===== config.mk =====
export PLATFORM = sky130hd
export DESIGN_NAME = hazard_controller_flat
export DESIGN_NICKNAME = d
export VERILOG_FILES = /design/src/rtl/hazard_controller_pkg.sv /design/src/rtl/hazard_controller_if.sv /design/src/rtl/hazard_controller_forward_select.sv /design/src/rtl/hazard_controller.sv /design/src/flat_wrapper.sv
export SDC_FILE = /design/constraint.sdc
export NUM_CORES = 1
export LEC_CHECK = 0
export ABC_AREA = 1
export BUFFER_PORTS_ARGS = -buffer_cell sky130_fd_sc_hd__buf_2
export CORE_ASPECT_RATIO = 1.2
export CORE_UTILIZATION = 50
export DETAILED_ROUTE_END_ITERATION = 8
export GPL_TIMING_DRIVEN = 1
export HOLD_SLACK_MARGIN = 0.05
export PLACE_DENSITY = 0.76
export RECOVER_POWER = 100
export SLEW_MARGIN = 20
export SYNTH_ARGS = -nofsm -noshare
export SYNTH_HDL_FRONTEND = slang
export SYNTH_SLANG_ARGS = --single-unit

===== constraint.sdc =====
create_clock -name clk -period 6.3 [get_ports clk]
set_clock_uncertainty 0.15 [all_clocks]
set_input_delay 0.63 -clock clk [delete_from_list [all_inputs] [get_ports clk]]
set_output_delay 0.63 -clock clk [all_outputs]
set_load 0.01 [all_outputs]

===== src/rtl/hazard_controller_pkg.sv =====
// rtl/hazard_controller_pkg.sv - shared state, forwarding and register-zero constants
package hazard_controller_pkg;

  typedef enum logic [1:0] {
    ST_FILL  = 2'd0,
    ST_RUN   = 2'd1,
    ST_STALL = 2'd2,
    ST_FLUSH = 2'd3
  } hc_state_t;

  localparam logic [1:0] FWD_REG   = 2'b00;
  localparam logic [1:0] FWD_EXMEM = 2'b10;
  localparam logic [1:0] FWD_MEMWB = 2'b01;
  localparam logic [4:0] REG_ZERO  = 5'd0;

  // A later stage supplies the operand only if it really writes a non-zero register.
  function automatic logic src_hit(input logic we, input logic [4:0] wr, input logic [4:0] src);
    return we && (wr != REG_ZERO) && (wr == src);
  endfunction

endpackage


===== src/rtl/hazard_controller_if.sv =====
// rtl/hazard_controller_if.sv - pipeline buffer fields in, sequencing controls out
interface hazard_controller_if #(parameter int CW = 16);

  logic [4:0]    ifid_rs, ifid_rt, idex_rs, idex_rt;
  logic          idex_memread;
  logic          exmem_regwrite, memwb_regwrite;
  logic [4:0]    exmem_writereg, memwb_writereg;
  logic          exmem_branch, exmem_zero, mem_wait;
  logic          pc_write, ifid_write, idex_write, exmem_write, memwb_write;
  logic          ifid_flush, idex_flush, exmem_flush;
  logic          pc_src, kill_fx;
  logic [1:0]    fwd_a, fwd_b, state;
  logic [CW-1:0] stall_cnt, flush_cnt, freeze_cnt;

  modport master (
    output ifid_rs, ifid_rt, idex_rs, idex_rt, idex_memread,
           exmem_regwrite, exmem_writereg, memwb_regwrite, memwb_writereg,
           exmem_branch, exmem_zero, mem_wait,
    input  pc_write, ifid_write, idex_write, exmem_write, memwb_write,
           ifid_flush, idex_flush, exmem_flush, pc_src, kill_fx,
           fwd_a, fwd_b, state, stall_cnt, flush_cnt, freeze_cnt
  );

  modport slave (
    input  ifid_rs, ifid_rt, idex_rs, idex_rt, idex_memread,
           exmem_regwrite, exmem_writereg, memwb_regwrite, memwb_writereg,
           exmem_branch, exmem_zero, mem_wait,
    output pc_write, ifid_write, idex_write, exmem_write, memwb_write,
           ifid_flush, idex_flush, exmem_flush, pc_src, kill_fx,
           fwd_a, fwd_b, state, stall_cnt, flush_cnt, freeze_cnt
  );

endinterface


===== src/rtl/hazard_controller_forward_select.sv =====
// rtl/hazard_controller_forward_select.sv - ALU operand source select for one EX operand
module forward_select
  import hazard_controller_pkg::*;
(
  input  logic [4:0] i_src,
  input  logic       i_exmem_regwrite,
  input  logic [4:0] i_exmem_writereg,
  input  logic       i_memwb_regwrite,
  input  logic [4:0] i_memwb_writereg,
  output logic [1:0] o_fwd
);

  // EX/MEM holds the younger result, so it wins over MEM/WB.
  always_comb begin
    o_fwd = FWD_REG;
    if (src_hit(i_exmem_regwrite, i_exmem_writereg, i_src))
      o_fwd = FWD_EXMEM;
    else if (src_hit(i_memwb_regwrite, i_memwb_writereg, i_src))
      o_fwd = FWD_MEMWB;
  end

endmodule


===== src/rtl/hazard_controller.sv =====
// rtl/hazard_controller.sv - five-stage pipeline sequencing: fill, freeze, flush, stall, forwarding
module hazard_controller
  import hazard_controller_pkg::*;
#(
  parameter int FILL_CYCLES = 4,
  parameter int CW          = 16
)(
  input  logic               clk,
  input  logic               rst,
  hazard_controller_if.slave hz
);

  localparam int FW = (FILL_CYCLES > 1) ? $clog2(FILL_CYCLES) : 1;

  hc_state_t     r_state, w_next;
  logic [FW-1:0] r_fill;
  logic [CW-1:0] r_stall_cnt, r_flush_cnt, r_freeze_cnt;
  logic          w_taken, w_load_use, w_inc_stall, w_inc_flush, w_inc_freeze;
  logic [1:0]    w_fwd_a, w_fwd_b;

  forward_select u_fwd_a (
    .i_src(hz.idex_rs), .i_exmem_regwrite(hz.exmem_regwrite), .i_exmem_writereg(hz.exmem_writereg),
    .i_memwb_regwrite(hz.memwb_regwrite), .i_memwb_writereg(hz.memwb_writereg), .o_fwd(w_fwd_a)
  );

  forward_select u_fwd_b (
    .i_src(hz.idex_rt), .i_exmem_regwrite(hz.exmem_regwrite), .i_exmem_writereg(hz.exmem_writereg),
    .i_memwb_regwrite(hz.memwb_regwrite), .i_memwb_writereg(hz.memwb_writereg), .o_fwd(w_fwd_b)
  );

  assign w_taken    = hz.exmem_branch & hz.exmem_zero;
  assign w_load_use = hz.idex_memread && (hz.idex_rt != REG_ZERO) &&
                      ((hz.idex_rt == hz.ifid_rs) || (hz.idex_rt == hz.ifid_rt));

  always_comb begin
    hz.pc_write    = 1'b1;
    hz.ifid_write  = 1'b1;
    hz.idex_write  = 1'b1;
    hz.exmem_write = 1'b1;
    hz.memwb_write = 1'b1;
    hz.ifid_flush  = 1'b0;
    hz.idex_flush  = 1'b0;
    hz.exmem_flush = 1'b0;
    hz.pc_src      = 1'b0;
    hz.kill_fx     = 1'b0;
    w_next         = ST_RUN;
    w_inc_stall    = 1'b0;
    w_inc_flush    = 1'b0;
    w_inc_freeze   = 1'b0;
    if (rst) begin
      {hz.pc_write, hz.ifid_write, hz.idex_write, hz.exmem_write, hz.memwb_write} = 5'b0;
      {hz.ifid_flush, hz.idex_flush, hz.exmem_flush} = 3'b111;
      hz.kill_fx = 1'b1;
      w_next     = ST_FILL;
    end else if (r_state == ST_FILL) begin
      hz.kill_fx = 1'b1;
      w_next     = (r_fill == FW'(FILL_CYCLES - 1)) ? ST_RUN : ST_FILL;
    end else if (hz.mem_wait) begin
      // A pending branch stays parked in EX/MEM until the memory answers.
      {hz.pc_write, hz.ifid_write, hz.idex_write, hz.exmem_write, hz.memwb_write} = 5'b0;
      w_inc_freeze = 1'b1;
    end else if (w_taken) begin
      {hz.ifid_flush, hz.idex_flush, hz.exmem_flush} = 3'b111;
      hz.pc_src   = 1'b1;
      w_inc_flush = 1'b1;
      w_next      = ST_FLUSH;
    end else if (w_load_use) begin
      hz.pc_write   = 1'b0;
      hz.ifid_write = 1'b0;
      hz.idex_flush = 1'b1;
      w_inc_stall   = 1'b1;
      w_next        = ST_STALL;
    end
  end

  assign hz.fwd_a      = rst ? FWD_REG : w_fwd_a;
  assign hz.fwd_b      = rst ? FWD_REG : w_fwd_b;
  assign hz.state      = r_state;
  assign hz.stall_cnt  = r_stall_cnt;
  assign hz.flush_cnt  = r_flush_cnt;
  assign hz.freeze_cnt = r_freeze_cnt;

  always_ff @(posedge clk or posedge rst) begin
    if (rst) begin
      r_state      <= ST_FILL;
      r_fill       <= '0;
      r_stall_cnt  <= '0;
      r_flush_cnt  <= '0;
      r_freeze_cnt <= '0;
    end else begin
      r_state <= w_next;
      if (r_state == ST_FILL)
        r_fill <= r_fill + FW'(1);
      // Counters stick at all-ones rather than wrapping.
      if (w_inc_stall && !(&r_stall_cnt))
        r_stall_cnt <= r_stall_cnt + CW'(1);
      if (w_inc_flush && !(&r_flush_cnt))
        r_flush_cnt <= r_flush_cnt + CW'(1);
      if (w_inc_freeze && !(&r_freeze_cnt))
        r_freeze_cnt <= r_freeze_cnt + CW'(1);
    end
  end

endmodule


===== src/flat_wrapper.sv =====
// flat-port wrapper written by rule: the top's interface ports become plain ports
module hazard_controller_flat import hazard_controller_pkg::*;
#(
  parameter int FILL_CYCLES = 4,
  parameter int CW          = 16
)
  (clk, rst, hz_ifid_rs, hz_ifid_rt, hz_idex_rs, hz_idex_rt, hz_idex_memread, hz_exmem_regwrite, hz_exmem_writereg, hz_memwb_regwrite, hz_memwb_writereg, hz_exmem_branch, hz_exmem_zero, hz_mem_wait, hz_pc_write, hz_ifid_write, hz_idex_write, hz_exmem_write, hz_memwb_write, hz_ifid_flush, hz_idex_flush, hz_exmem_flush, hz_pc_src, hz_kill_fx, hz_fwd_a, hz_fwd_b, hz_state, hz_stall_cnt, hz_flush_cnt, hz_freeze_cnt);
  hazard_controller_if #(.CW(CW)) hz_i ();
  input  logic clk;
  input  logic rst;
  input wire logic [$bits(hz_i.ifid_rs)-1:0] hz_ifid_rs;
  input wire logic [$bits(hz_i.ifid_rt)-1:0] hz_ifid_rt;
  input wire logic [$bits(hz_i.idex_rs)-1:0] hz_idex_rs;
  input wire logic [$bits(hz_i.idex_rt)-1:0] hz_idex_rt;
  input wire logic [$bits(hz_i.idex_memread)-1:0] hz_idex_memread;
  input wire logic [$bits(hz_i.exmem_regwrite)-1:0] hz_exmem_regwrite;
  input wire logic [$bits(hz_i.exmem_writereg)-1:0] hz_exmem_writereg;
  input wire logic [$bits(hz_i.memwb_regwrite)-1:0] hz_memwb_regwrite;
  input wire logic [$bits(hz_i.memwb_writereg)-1:0] hz_memwb_writereg;
  input wire logic [$bits(hz_i.exmem_branch)-1:0] hz_exmem_branch;
  input wire logic [$bits(hz_i.exmem_zero)-1:0] hz_exmem_zero;
  input wire logic [$bits(hz_i.mem_wait)-1:0] hz_mem_wait;
  output wire logic [$bits(hz_i.pc_write)-1:0] hz_pc_write;
  output wire logic [$bits(hz_i.ifid_write)-1:0] hz_ifid_write;
  output wire logic [$bits(hz_i.idex_write)-1:0] hz_idex_write;
  output wire logic [$bits(hz_i.exmem_write)-1:0] hz_exmem_write;
  output wire logic [$bits(hz_i.memwb_write)-1:0] hz_memwb_write;
  output wire logic [$bits(hz_i.ifid_flush)-1:0] hz_ifid_flush;
  output wire logic [$bits(hz_i.idex_flush)-1:0] hz_idex_flush;
  output wire logic [$bits(hz_i.exmem_flush)-1:0] hz_exmem_flush;
  output wire logic [$bits(hz_i.pc_src)-1:0] hz_pc_src;
  output wire logic [$bits(hz_i.kill_fx)-1:0] hz_kill_fx;
  output wire logic [$bits(hz_i.fwd_a)-1:0] hz_fwd_a;
  output wire logic [$bits(hz_i.fwd_b)-1:0] hz_fwd_b;
  output wire logic [$bits(hz_i.state)-1:0] hz_state;
  output wire logic [$bits(hz_i.stall_cnt)-1:0] hz_stall_cnt;
  output wire logic [$bits(hz_i.flush_cnt)-1:0] hz_flush_cnt;
  output wire logic [$bits(hz_i.freeze_cnt)-1:0] hz_freeze_cnt;
  assign hz_i.ifid_rs = hz_ifid_rs;
  assign hz_i.ifid_rt = hz_ifid_rt;
  assign hz_i.idex_rs = hz_idex_rs;
  assign hz_i.idex_rt = hz_idex_rt;
  assign hz_i.idex_memread = hz_idex_memread;
  assign hz_i.exmem_regwrite = hz_exmem_regwrite;
  assign hz_i.exmem_writereg = hz_exmem_writereg;
  assign hz_i.memwb_regwrite = hz_memwb_regwrite;
  assign hz_i.memwb_writereg = hz_memwb_writereg;
  assign hz_i.exmem_branch = hz_exmem_branch;
  assign hz_i.exmem_zero = hz_exmem_zero;
  assign hz_i.mem_wait = hz_mem_wait;
  assign hz_pc_write = hz_i.pc_write;
  assign hz_ifid_write = hz_i.ifid_write;
  assign hz_idex_write = hz_i.idex_write;
  assign hz_exmem_write = hz_i.exmem_write;
  assign hz_memwb_write = hz_i.memwb_write;
  assign hz_ifid_flush = hz_i.ifid_flush;
  assign hz_idex_flush = hz_i.idex_flush;
  assign hz_exmem_flush = hz_i.exmem_flush;
  assign hz_pc_src = hz_i.pc_src;
  assign hz_kill_fx = hz_i.kill_fx;
  assign hz_fwd_a = hz_i.fwd_a;
  assign hz_fwd_b = hz_i.fwd_b;
  assign hz_state = hz_i.state;
  assign hz_stall_cnt = hz_i.stall_cnt;
  assign hz_flush_cnt = hz_i.flush_cnt;
  assign hz_freeze_cnt = hz_i.freeze_cnt;
  hazard_controller #(.FILL_CYCLES(FILL_CYCLES), .CW(CW)) u_core (.clk(clk), .rst(rst), .hz(hz_i));
endmodule

==> results of run 1 <==
[through the flow]
stage	power (mW)	hold WS (ps)	utilization [%]
after floorplan	0.513	296	-
after global placement	0.570	310	60.8
after detailed placement	0.578	317	60.8
after CTS	0.828	334	62.7
after global routing	0.856	361	60.9
final	0.809	329	60.9
[sequential cells by signal (all words and copies together), names as in the netlist]
register,flops
u_core.hz.flush_cnt,16
u_core.hz.freeze_cnt,16
u_core.hz.stall_cnt,16
u_core.hz.state,2
u_core.r_fill,2
[report_power, final]
part / internal [mW] / switching (mW)
registers: 0.362 / 0.0290
clock network: 0.140 / 0.109
logic: 0.0636 / 0.105
total: 0.566 / 0.243
[synthesized netlist by cell type, drive strengths merged]
cell type / count
nand3: 53
clkinv: 1
o22ai: 2
and2: 1
o41ai: 1
buf: 13
xor2: 26
xnor2: 24
nor2: 43
ha: 4
inv: 58
dfrtp: 52
nand2: 133
nor3b: 1
o211ai: 1
nor3: 15
a21oi: 3
or2: 3
nand4: 13
nor4: 4
o21ai: 10
[worst reg2reg max path, stage by stage (launching register included)]
cell and delay (ps):
dfrtp_1 430, ha_1 250, nand3_1 110, nor2_1 60
nand3_1 70, nand2_1 220, nor2_1 390, nand2_1 180
o21ai_0 210, nand2_1 70
[worst paths after layout]
| check | startpoint | cells past startpoint | end |
|---|---|---|---|
| worst max-delay path | rst | 6 | u_core.hz.stall_cnt[8] |
| worst min-delay path | u_core.r_fill[0] | 1 | u_core.r_fill[0] |
| worst max register to register | u_core.hz.freeze_cnt[0] | 9 | u_core.hz.freeze_cnt[10] |
| worst min register to register | u_core.r_fill[0] | 1 | u_core.r_fill[0] |
| max in group asynchronous | rst | 3 | u_core.hz.stall_cnt[10] |
| min in group asynchronous | rst | 2 | u_core.hz.flush_cnt[7] |
[routing by layer]
| metal | track usage [%] | wire, um | share of wire (%) |
|---|---|---|---|
| met2 | 42.3 | 3910 | 50 |
| met5 | 0 | 0 | 0 |
| met1 | 28.0 | 3440 | 44 |
| met3 | 3.71 | 363 | 4.6 |
| met4 | 7.56 | 138 | 1.8 |
[area by class of cell]
type                       instances  area (um2)  share of cell area (%)
multi-input combinational        337        1820                    45.4
sequential                        52        1300                    32.5
timing repair buffer             102         428                    10.7
inverter                          59         221                    5.54
tap                               85         106                    2.66
clock buffer                       7        96.3                    2.41
clock inverter                     1        30.0                   0.751
[cell families (layout without fill, tap and decap cells)]
kind of cell	count (synthesis)	in the layout
AO/OA/AOI/OAI	17	17
XOR/XNOR	50	50
adder cells (fa/ha/maj)	4	4
buffers and inverters	72	169
flip-flops	52	52
AND/OR/NAND/NOR	266	266
==> results.md, run 1 <==
* Leakage power total at 2.01 nW
* Slew HR at -27.3%
* Setup repair after global routing missed its margin: no
* Combinational family with the most area after synthesis: simple AND/OR/NAND/NOR gates
* Initial Util at 52.9%
* Post-Synthesis Net Count at 503
* Cell types occupying the most area after synthesis: dfrtp_1, nand2_1, nand3_1
* Fraction of layout instances using a drive strength above 1 at ~11%
* Result of the run: complete, but fails checks
* Commonest non-fill, non-tap cell in the layout: nand2_1
* Total of flip-flops plus latches after synthesis at 52
* DRT Pass-1 Iters at 5
* Total vias in the final route at 3279
* CP top delay family: buffers and inverters
* Cell row count at 32
* Number of buffers created by CTS at 5
* Net total in the final layout at 599
* TritonCTS clock tree: yes
* Count of boundary I/O pins at around 100
* Global-route wire length before repair at between 10 and 15 mm
* Data required time at the worst endpoint at 6340 ps
* Total grt overflow at 0
* Critical path's slowest cell: clkbuf_1
* Post-route standard cell area excluding fillers at 0.00400 mm2
* Setup slack after placement at ~3700 ps
* Number of cells after detailed placement at 635
* Mapped cell area at approximately 0.0035 mm2
* Pin count of the biggest net entering global routing at 38
* Global router's overall resource usage at approximately a quarter
* Hold Crit Class: register to register
* Count of cells resized by post-cts repair at 0
* Port-buffer cells at 101
* Detail Route Antenna Nets at 0
* Commonest cells after routing, fill and taps aside: nand2_1, clkbuf_1, inv_1, dfrtp_1, nand3_1
* Skew-Pair Late Insertion Delay at 300 ps
* Highest net fanout along the worst path at 37
* Count of routing violations after the opening detailed-route iteration at between 100 and 150
* Compound-Gate Fraction of Synth Area at roughly 2.7%
* Setup Crit Path Kind: primary input to register
* Clock Tree Buf Depth at 2
* Crit path capture type: register
* Final hold viol count at 0
* DR WL/cell at 12.2 um
* Die X-Extent at around 78 um
* Total number of yosys warnings at 0
* Fin Setup TNS at 0 ps
* Flop-to-flop setup slack at 4070 ps
* Count of clock tree sinks at 52
* Number of buffer and inverter stages on the critical path at 3
* Master cell of the clock root buffer: clkbuf_8
* Distinct cells, synth at 35
* Die height at approximately 93 um
* Max-slew violation count at 38
* Failing checks: capacitance limit, slew limit
* Half-perimeter wire length of the detailed placement result at approximately 6.2 mm
* Adder-cell share of the synthesized area at 1.44%
* Number of hold buffers added after cts at 0
* Detailed-route DRC error count at 0
* Number of failing setup endpoints in the final timing report at 0
* Maximum operating frequency at 274 MHz
* Last weighted congestion value of the routability-driven placer at 0.926
* Number of antenna violations at the first check in global routing at 0
* Post-layout minimum cycle time at 3650 ps
* Die area at 0.00728 mm2
* Fraction of the yosys area taken by sequential cells at 37.5%
* Signal arrival time at the worst endpoint at 3680 ps
* Max incr delay on CP at roughly 1400 ps
* Worst setup slack after layout at between 2000 and 3000 ps
* Slew @ Worst Pin at 1910 ps
* Post-synth top area share at 37.5%
* Post-synthesis xor/xnor area fraction at between 10 and 15%
* Power per standard cell area at 202 mW/mm2
* CTS H-Tree Depth at 2
* Post-Layout Cell Count at 643
* Cells along the critical path: clkbuf_1 -> inv_1 -> clkbuf_1 -> nand3_4 -> nand2_1 -> nand2_1
* Std-Cell Core Area at 0.00657 mm2
* Max_cap viols at 1
* Share of the cycle needed by the critical path after routing at 57.9%
* Filler cell count at 667
* Post-synthesis instance total at 461
* Area of placed instances at 0.00399 mm2
* Leading area contributor after synthesis: dfrtp_1
* Syn-to-layout area delta at 15.2%
* Critical path startpoint category: primary input
* Clock edge transition at the registers on the reported setup and hold paths at about 90 ps
* Mean instance size in the synthesized netlist at 7.53 um2
* Antenna diode count at 0
* Proportion of synthesized area in mux cells at 0%
* Routed wire length at 7.85 mm
* Simple-Gate Fraction of Synth Area at 36.5%
* Number of global-route vias before repair at 3249
* Post-CTS setup buffer count at 0
* Worst vdd ir at 0.177 mV
* Drt via density at 5.10
(Power assumes the default switching activity.)
==> inputs of run 2 (changes only) <==
--- a/config.mk
+++ b/config.mk
@@ -5,14 +5,14 @@
 export SDC_FILE = /design/constraint.sdc
 export NUM_CORES = 1
 export LEC_CHECK = 0
-export ABC_AREA = 1
+export ABC_AREA = 0
 export BUFFER_PORTS_ARGS = -buffer_cell sky130_fd_sc_hd__buf_2
 export CORE_ASPECT_RATIO = 1.2
 export CORE_UTILIZATION = 50
 export DETAILED_ROUTE_END_ITERATION = 8
 export GPL_TIMING_DRIVEN = 1
 export HOLD_SLACK_MARGIN = 0.05
-export PLACE_DENSITY = 0.76
+export PLACE_DENSITY = 0.78
 export RECOVER_POWER = 100
 export SLEW_MARGIN = 20
 export SYNTH_ARGS = -nofsm -noshare
==> constraint.sdc (replaced) <==
create_clock -name clk -period 3.55 [get_ports clk]
set_clock_uncertainty 0.15 [all_clocks]
set_input_delay 0.355 -clock clk [delete_from_list [all_inputs] [get_ports clk]]
set_output_delay 0.355 -clock clk [all_outputs]
set_load 0.01 [all_outputs]
==> run 2 against run 1 <==
Against the previous run: the flow now finishes without violations; synthesized cell count decreased by 38%; combinational power up 66%; sequential cell count did not move; critical path type is now primary input to output port; largest cell class unchanged; largest power group unchanged; highest routed layer unchanged.
==> results.md, run 2 <==
* Max incr delay on CP at 550 ps (-890 ps)
* Port-buffer cells at 101 (unchanged)
* Critical path's slowest cell: or4_1
* Clock Tree Buf Depth at 2 (unchanged)
* Syn-to-layout area delta at 17.8%
* Crit path capture type: output port
* Setup slack after placement at 974 ps (-2730 ps)
* Distinct cells, synth at 43 (+23%)
* Signal arrival time at the worst endpoint at 2510 ps (-1170 ps)
* Setup repair after global routing missed its margin: no
* Worst setup slack after layout at 531 ps (-2120 ps)
* Mean instance size in the synthesized netlist at 10.3 um2 (+36%)
* Critical path startpoint category: primary input
* Data required time at the worst endpoint at 3040 ps (-3300 ps)
* Leakage power total at 1.47 nW (-27%)
* Cell row count at 30 (-6.3%)
* Last weighted congestion value of the routability-driven placer at 0.835 (-9.8%)
* Ranking of synthesized cells by instance count: xnor2_1, dfrtp_1, nand2_1
* DRT Pass-1 Iters at 4 (-1)
* Total number of yosys warnings at 0 (unchanged)
* Post-layout minimum cycle time at 3020 ps
* Commonest non-fill, non-tap cell in the layout: clkbuf_1
* Fraction of the yosys area taken by sequential cells at 44.5% (+7.0 points)
* Total grt overflow at 0 (unchanged)
* Die area at 0.00616 mm2 (-15%)
* Most used flip-flop cell after synthesis: dfrtp_1
* Clock network fraction of design power at 26.1% (-4.7 points)
* Die X-Extent at 71.8 um (-8.0%)
* Setup Crit Path Kind: primary input to output port
* Master cell of the clock root buffer: clkbuf_8
* Top-count cell post-synth: xnor2_1
* Number of antenna violations at the first check in global routing at 0 (unchanged)
* Sw Share at 30.2% (+0.20 points)
* Cells along the critical path: dlygate4sd3_1 -> buf_2 -> inv_1 -> o211ai_1 -> or4_1 -> nor4_1 -> clkbuf_1
* Die height at 85.8 um (-8.0%)
* Cell types occupying the most area after synthesis: dfrtp_1, xnor2_1, xor2_1
* Hold Crit Class: primary input to register
* Filler cell count at 532 (-20%)
* Post-synthesis instance total at 285 (-38%)
* Slew @ Worst Pin at 786 ps (-1120 ps)
* Skew-Pair Late Insertion Delay at 300 ps (about the same)
* DR WL/cell at 13.2 um (+8.1%)
* Number of failing setup endpoints in the final timing report at 0 (unchanged)
* Fraction of layout instances using a drive strength above 1 at 13.8% (+2.4 points)
* Combinational share of power at 21.2% (+0.3 points)
* Final hold viol count at 0 (unchanged)
* Pin count of the biggest net entering global routing at 48 (+26%)
* Half-perimeter wire length of the detailed placement result at 4.86 mm (-21%)
* Net total in the final layout at 424 (-29%)
* Count of cells resized by post-cts repair at 0 (unchanged)
* Area occupied by multi-input gates at 0.00150 mm2 (-17%)
* Antenna diode count at 0 (unchanged)
* Global router's overall resource usage at 20.5% (-2.9 points)
* Number of buffers created by CTS at 5 (unchanged)
* Std-Cell Core Area at 0.00567 mm2 (-14%)
* Post-Synthesis Net Count at 327 (-35%)
* Leading area contributor after synthesis: dfrtp_1
* Share of the cycle needed by the critical path after routing at 85.0%
* Sequential cell area at 0.00130 mm2 (unchanged)
* Worst vdd ir at 0.173 mV (-2.2%)
* Power per standard cell area at 385 mW/mm2 (+90%)
* Max-slew violation count at 0 (-100%)
* Result of the run: finished clean
* Net switching component of the power at 0.401 mW (+65%)
* Count of clock tree sinks at 52 (unchanged)
* Max_cap viols at 0 (-1)
* Sequential fraction of design power at 52.7% (+4.3 points)
* Initial Util at 51.6% (-1.2 points)
* Maximum operating frequency at 331 MHz
* Global-route wire length before repair at 10.0 mm (-28%)
* Post-synth top area share at 44.5% (+7.0 points)
* Highest net fanout along the worst path at 11 (-70%)
* TritonCTS clock tree: yes
* Clock edge transition at the registers on the reported setup and hold paths at 90 ps (about the same)
* Number of global-route vias before repair at 2291 (-29%)
* Count of boundary I/O pins at 102 (unchanged)
* Drt via density at 5.22 (+2.4%)
* Fin Setup TNS at 0 ps (unchanged)
* Internal power at 0.927 mW (+64%)
* Slew HR at 47.1% (+74 points)
* Detailed-route DRC error count at 0 (unchanged)
* Synth async-reset ratio at 100% (unchanged)
* Number of enable-type register cells in the synthesized netlist at 0 (unchanged)
* Total vias in the final route at 2418 (-26%)
* Commonest cells after routing, fill and taps aside: clkbuf_1, xnor2_1, dfrtp_1
* Total of flip-flops plus latches after synthesis at 52 (unchanged)
* Detail Route Antenna Nets at 0 (unchanged)
* CTS H-Tree Depth at 2 (unchanged)
* Post-CTS setup buffer count at 0 (unchanged)
* Mapped cell area at 0.00293 mm2 (-16%)
* Routed wire length at 6.11 mm (-22%)
* Count of routing violations after the opening detailed-route iteration at 108 (-11%)
-- run 2: worst paths after layout --
check	start	end	slack [ps]	cells past startpoint
max in group asynchronous	rst	u_core.hz.freeze_cnt[6]	1880	4
min	hz_mem_wait	u_core.hz.state[1]	290	3
max reg2reg	u_core.hz.state[1]	u_core.hz.flush_cnt[1]	1140	4
min in group asynchronous	rst	u_core.hz.stall_cnt[0]	490	3
max	rst	hz_fwd_b[0]	530	7
min reg2reg	u_core.hz.flush_cnt[9]	u_core.hz.flush_cnt[9]	350	1
-- run 2: area by class of cell --
type / count / share of cell area (%)
clock buffer: 7 / 2.50
clock inverter: 1 / 0.218
inverter: 2 / 0.218
multi-input combinational: 218 / 43.6
sequential: 52 / 37.7
tap: 80 / 2.90
timing repair buffer: 103 / 12.8
-- run 2: repair_timing --
action                                  CTS  global route
hold endpoints to repair                  8             0
hold buffers                              1             0
endpoints found under the setup margin    0             0
-- run 2: power by group through the flow --
stage	Combinational (mW)	Sequential [mW]	Clock (mW)
3_3_place_gp	0.291	0.710	0
4_1_cts	0.302	0.699	0.360
2_1_floorplan	0.181	0.718	0
5_1_grt	0.319	0.709	0.382
3_5_place_dp	0.301	0.710	0
6_report	0.281	0.700	0.346
-- run 2: cell families (layout without fill, tap and decap cells) --
logic type | Yosys count | in the layout | share of synthesized area [%]
buf+inv | 15 | 113 | 3.38
fa+ha+maj | 4 | 4 | 1.71
compound gates | 17 | 17 | 4.10
simple gates | 118 | 118 | 22.4
xor+xnor | 75 | 75 | 22.4
flops | 52 | 52 | 44.5
mux | 4 | 4 | 1.54
-- run 2: stage by stage --
step / cells / utilization [%] / cell area, um2 / hold slack, ps / power, mW
finish: 463 / 60.8 / 3450 / 289 / 1.33
global route: 463 / 60.8 / 3450 / 292 / 1.41
CTS: 463 / 62.7 / 3550 / 293 / 1.36
detailed placement: 454 / 60.8 / 3450 / 216 / 1.01
global placement: 454 / 60.8 / 3450 / 208 / 1.00
floorplan: 285 / - / 2930 / 303 / 0.899
-- run 2: worst max-delay path, delay by kind of cell --
family / cells / cell delay, ps
buf+inv: 4 / 1200
compound gates: 1 / 190
simple gates: 2 / 780
-- run 2: per-layer routing --
metal  GRT usage (%)  vias up  wire length [um]
met5               0        -                 0
met1            23.7     1152              2600
met4            8.73        0                93
met2            37.1       80              3150
li1                -     1179                 -
met3            3.17        7               267
==> inputs of run 3 (changes only) <==
==> constraint.sdc (replaced) <==
create_clock -name clk -period 3.5 [get_ports clk]
set_clock_uncertainty 0.15 [all_clocks]
set_input_delay 0.35 -clock clk [delete_from_list [all_inputs] [get_ports clk]]
set_output_delay 0.35 -clock clk [all_outputs]
set_load 0.01 [all_outputs]
==> run 3 against run 2 <==
Against the previous run: global-route usage is 0.11 points higher; largest power group unchanged; register-to-register slack worse by 80 ps; cell count stayed put; sequential share of layout area is 0.20 points lower; largest cell class unchanged; worst setup slack worse by 57 ps; wire length hardly changed; worst hold slack worse by 17 ps.
==> results.md, run 3 (synthesis results as in run 2) <==
* Antenna diode count at 0 (unchanged)
* Clock Tree Buf Depth at 2 (unchanged)
* Result of the run: finished clean
* Worst vdd ir at 0.256 mV (+48%)
* Crit path capture type: output port
* Number of buffers created by CTS at 5 (unchanged)
* Combinational share of power at 20.4% (-0.8 points)
* Std-Cell Core Area at 0.00567 mm2 (unchanged)
* Port-buffer cells at 101 (unchanged)
* Max incr delay on CP at 550 ps (about the same)
* Highest routed metal layer: met4
* Slew @ Worst Pin at 807 ps (+21.5 ps)
* Internal power at 0.991 mW (+6.9%)
* Cell row count at 30 (unchanged)
* Hold Crit Class: primary input to register
* Detailed-route DRC error count at 0 (unchanged)
* DRT Pass-1 Iters at 6 (+2)
* Data required time at the worst endpoint at 3000 ps (-40 ps)
* Commonest non-fill, non-tap cell in the layout: clkbuf_1
* Number of failing setup endpoints in the final timing report at 0 (unchanged)
* Share of the cycle needed by the critical path after routing at 86.5%
* Net total in the final layout at 424 (unchanged)
* Maximum operating frequency at 330 MHz
* Met3 wire length at 320 um (+20%)
* Hold Path Stages at 3 (unchanged)
* Signal arrival time at the worst endpoint at 2530 ps (+20 ps)
* Net switching component of the power at 0.410 mW (+2.1%)
* Leakage power total at 1.48 nW (+0.84%)
* Post-CTS setup buffer count at 0 (unchanged)
* Fin Setup TNS at 0 ps (unchanged)
* Total vias in the final route at 2408 (-0.41%)
* DR WL/cell at 13.2 um (about the same)
* Reg-to-reg endpoint: u_core.hz.flush_cnt[1]
* Global-route wire length before repair at 10.1 mm (+1.3%)
* Master cell of the clock root buffer: clkbuf_8
* Sequential cell area at 0.00130 mm2 (unchanged)
* Post-layout minimum cycle time at ~3000 ps
* Die area at 0.00616 mm2 (unchanged)
* Drt via density at 5.20 (-0.41%)
* Hold endpoint: u_core.hz.state[1]
* Max-slew violation count at 0 (unchanged)
* Worst Hold Slack at 271 ps (-17.4 ps)
* Flop-to-flop setup slack at 1060 ps (-80 ps)
* Sequential fraction of design power at 50.8% (-1.9 points)
* Hold path startpoint: hz_mem_wait
* Number of antenna violations at the first check in global routing at 0 (unchanged)
* Die X-Extent at 71.8 um (unchanged)
* Cells along the critical path: dlygate4sd3_1 -> buf_2 -> inv_1 -> o211ai_1 -> or4_1 -> nor4_1 -> clkbuf_1
* Setup Crit Path Kind: primary input to output port
* Critical path startpoint category: primary input
* Slew HR at 45.7% (-1.4 points)
* Filler cell count at 528 (-0.75%)
* Count of clock tree sinks at 52 (unchanged)
* Clock network fraction of design power at 28.9% (+2.8 points)
* Wire length on met1 at 2.49 mm (-4.3%)
* Max_cap viols at 0 (unchanged)
* R2R cell count at 4 (unchanged)
* Reg2Reg Launch Point: u_core.hz.state[1]
* Commonest cells after routing, fill and taps aside: clkbuf_1, xnor2_1, dfrtp_1
* Routed wire length at 6.11 mm (about the same)
* CTS H-Tree Depth at 2 (unchanged)
* Total grt overflow at 0 (unchanged)
* Number of global-route vias before repair at 2372 (+3.5%)
* Setup repair after global routing missed its margin: no
* Count of boundary I/O pins at 102 (unchanged)
* Final hold viol count at 0 (unchanged)
* Die height at 85.8 um (unchanged)
* Initial Util at 51.6% (unchanged)
* Sw Share at 29.2% (-0.97 points)
* Half-perimeter wire length of the detailed placement result at 4.83 mm (-0.62%)
* Syn-to-layout area delta at 18.5%
* Highest net fanout along the worst path at 11 (unchanged)
* Critical path's slowest cell: or4_1
* Fraction of layout instances using a drive strength above 1 at 14.4% (+0.52 points)
* Power per standard cell area at 404 mW/mm2 (+4.9%)
* TritonCTS clock tree: yes
* Total met2 wirelength after detailed routing at 3.20 mm (+1.8%)
* Global router's overall resource usage at 20.6% (+0.11 points)
* Count of routing violations after the opening detailed-route iteration at 173 (+60%)
* Clock edge transition at the registers on the reported setup and hold paths at 90 ps (about the same)
* Pin count of the biggest net entering global routing at 48 (unchanged)
* Area occupied by multi-input gates at 0.00150 mm2 (unchanged)
* Skew-Pair Late Insertion Delay at 300 ps (about the same)
* Worst setup slack after layout at 474 ps (-56.8 ps)
* Setup slack after placement at 921 ps (-53.0 ps)
* Detail Route Antenna Nets at 0 (unchanged)
* Last weighted congestion value of the routability-driven placer at 0.836 (about the same)
run 3: changes by cell type in the layout (fill, tap and decap cells not counted):
cell,change
buf_2,+1
bufinv_16,+1
clkbuf_1,-2
clkbuf_8,-1
clkinv_2,+1
run 3: critical path: cells and delay by family:
family          cells  cell delay, ps
compound gates      1             190
buf+inv             4            1220
simple gates        2             770
run 3: how the worst max path moves through the flow:
| stage | start | endpoint | slack, ps | cells past startpoint |
|---|---|---|---|---|
| floorplan | rst | hz_fwd_a[0] | 150 | 5 |
| global placement | rst | u_core.hz.freeze_cnt[10] | 1000 | 8 |
| detailed placement | rst | u_core.hz.freeze_cnt[14] | 920 | 8 |
| CTS | rst | hz_fwd_b[0] | 650 | 7 |
| global route | rst | hz_fwd_b[0] | 300 | 7 |
| finish | rst | hz_fwd_b[0] | 470 | 7 |
run 3: per-stage QoR:
step / power [mW] / utilization [%] / instance area, um2 / std cells
2_1_floorplan: 0.912 / - / 2930 / 285
3_3_place_gp: 1.02 / 60.8 / 3450 / 454
3_5_place_dp: 1.03 / 60.8 / 3450 / 454
4_1_cts: 1.43 / 63.0 / 3570 / 463
5_1_grt: 1.48 / 61.2 / 3470 / 463
6_report: 1.40 / 61.2 / 3470 / 463
run 3: layer usage:
| layer | GRT usage (%) | up-vias |
|---|---|---|
| met1 | 24.0 | 1143 |
| met3 | 3.64 | 8 |
| met2 | 38.1 | 80 |
| li1 | - | 1177 |
| met4 | 6.24 | 0 |
| met5 | 0 | - |
run 3: timing repair:
item	4_1_cts	5_1_grt
endpoints found under the hold margin	8	0
resized for setup	0	0
hold buffers	1	0
run 3: power by group through the flow:
stage                     registers (mW)  clock network (mW)  logic, mW
after detailed placement           0.722                   0      0.305
after floorplan                    0.728                   0      0.183
final                              0.711               0.404      0.285
after CTS                          0.711               0.417      0.306
after global placement             0.720                   0      0.295
after global routing               0.722               0.434      0.325
run 3: area by class of cell:
type	instances	area share [%]
Sequential cell	52	37.5
Clock buffer	5	1.98
Multi-Input combinational cell	218	43.3
Timing Repair Buffer	103	12.8
Clock inverter	3	1.23
Tap cell	80	2.89
Inverter	2	0.217
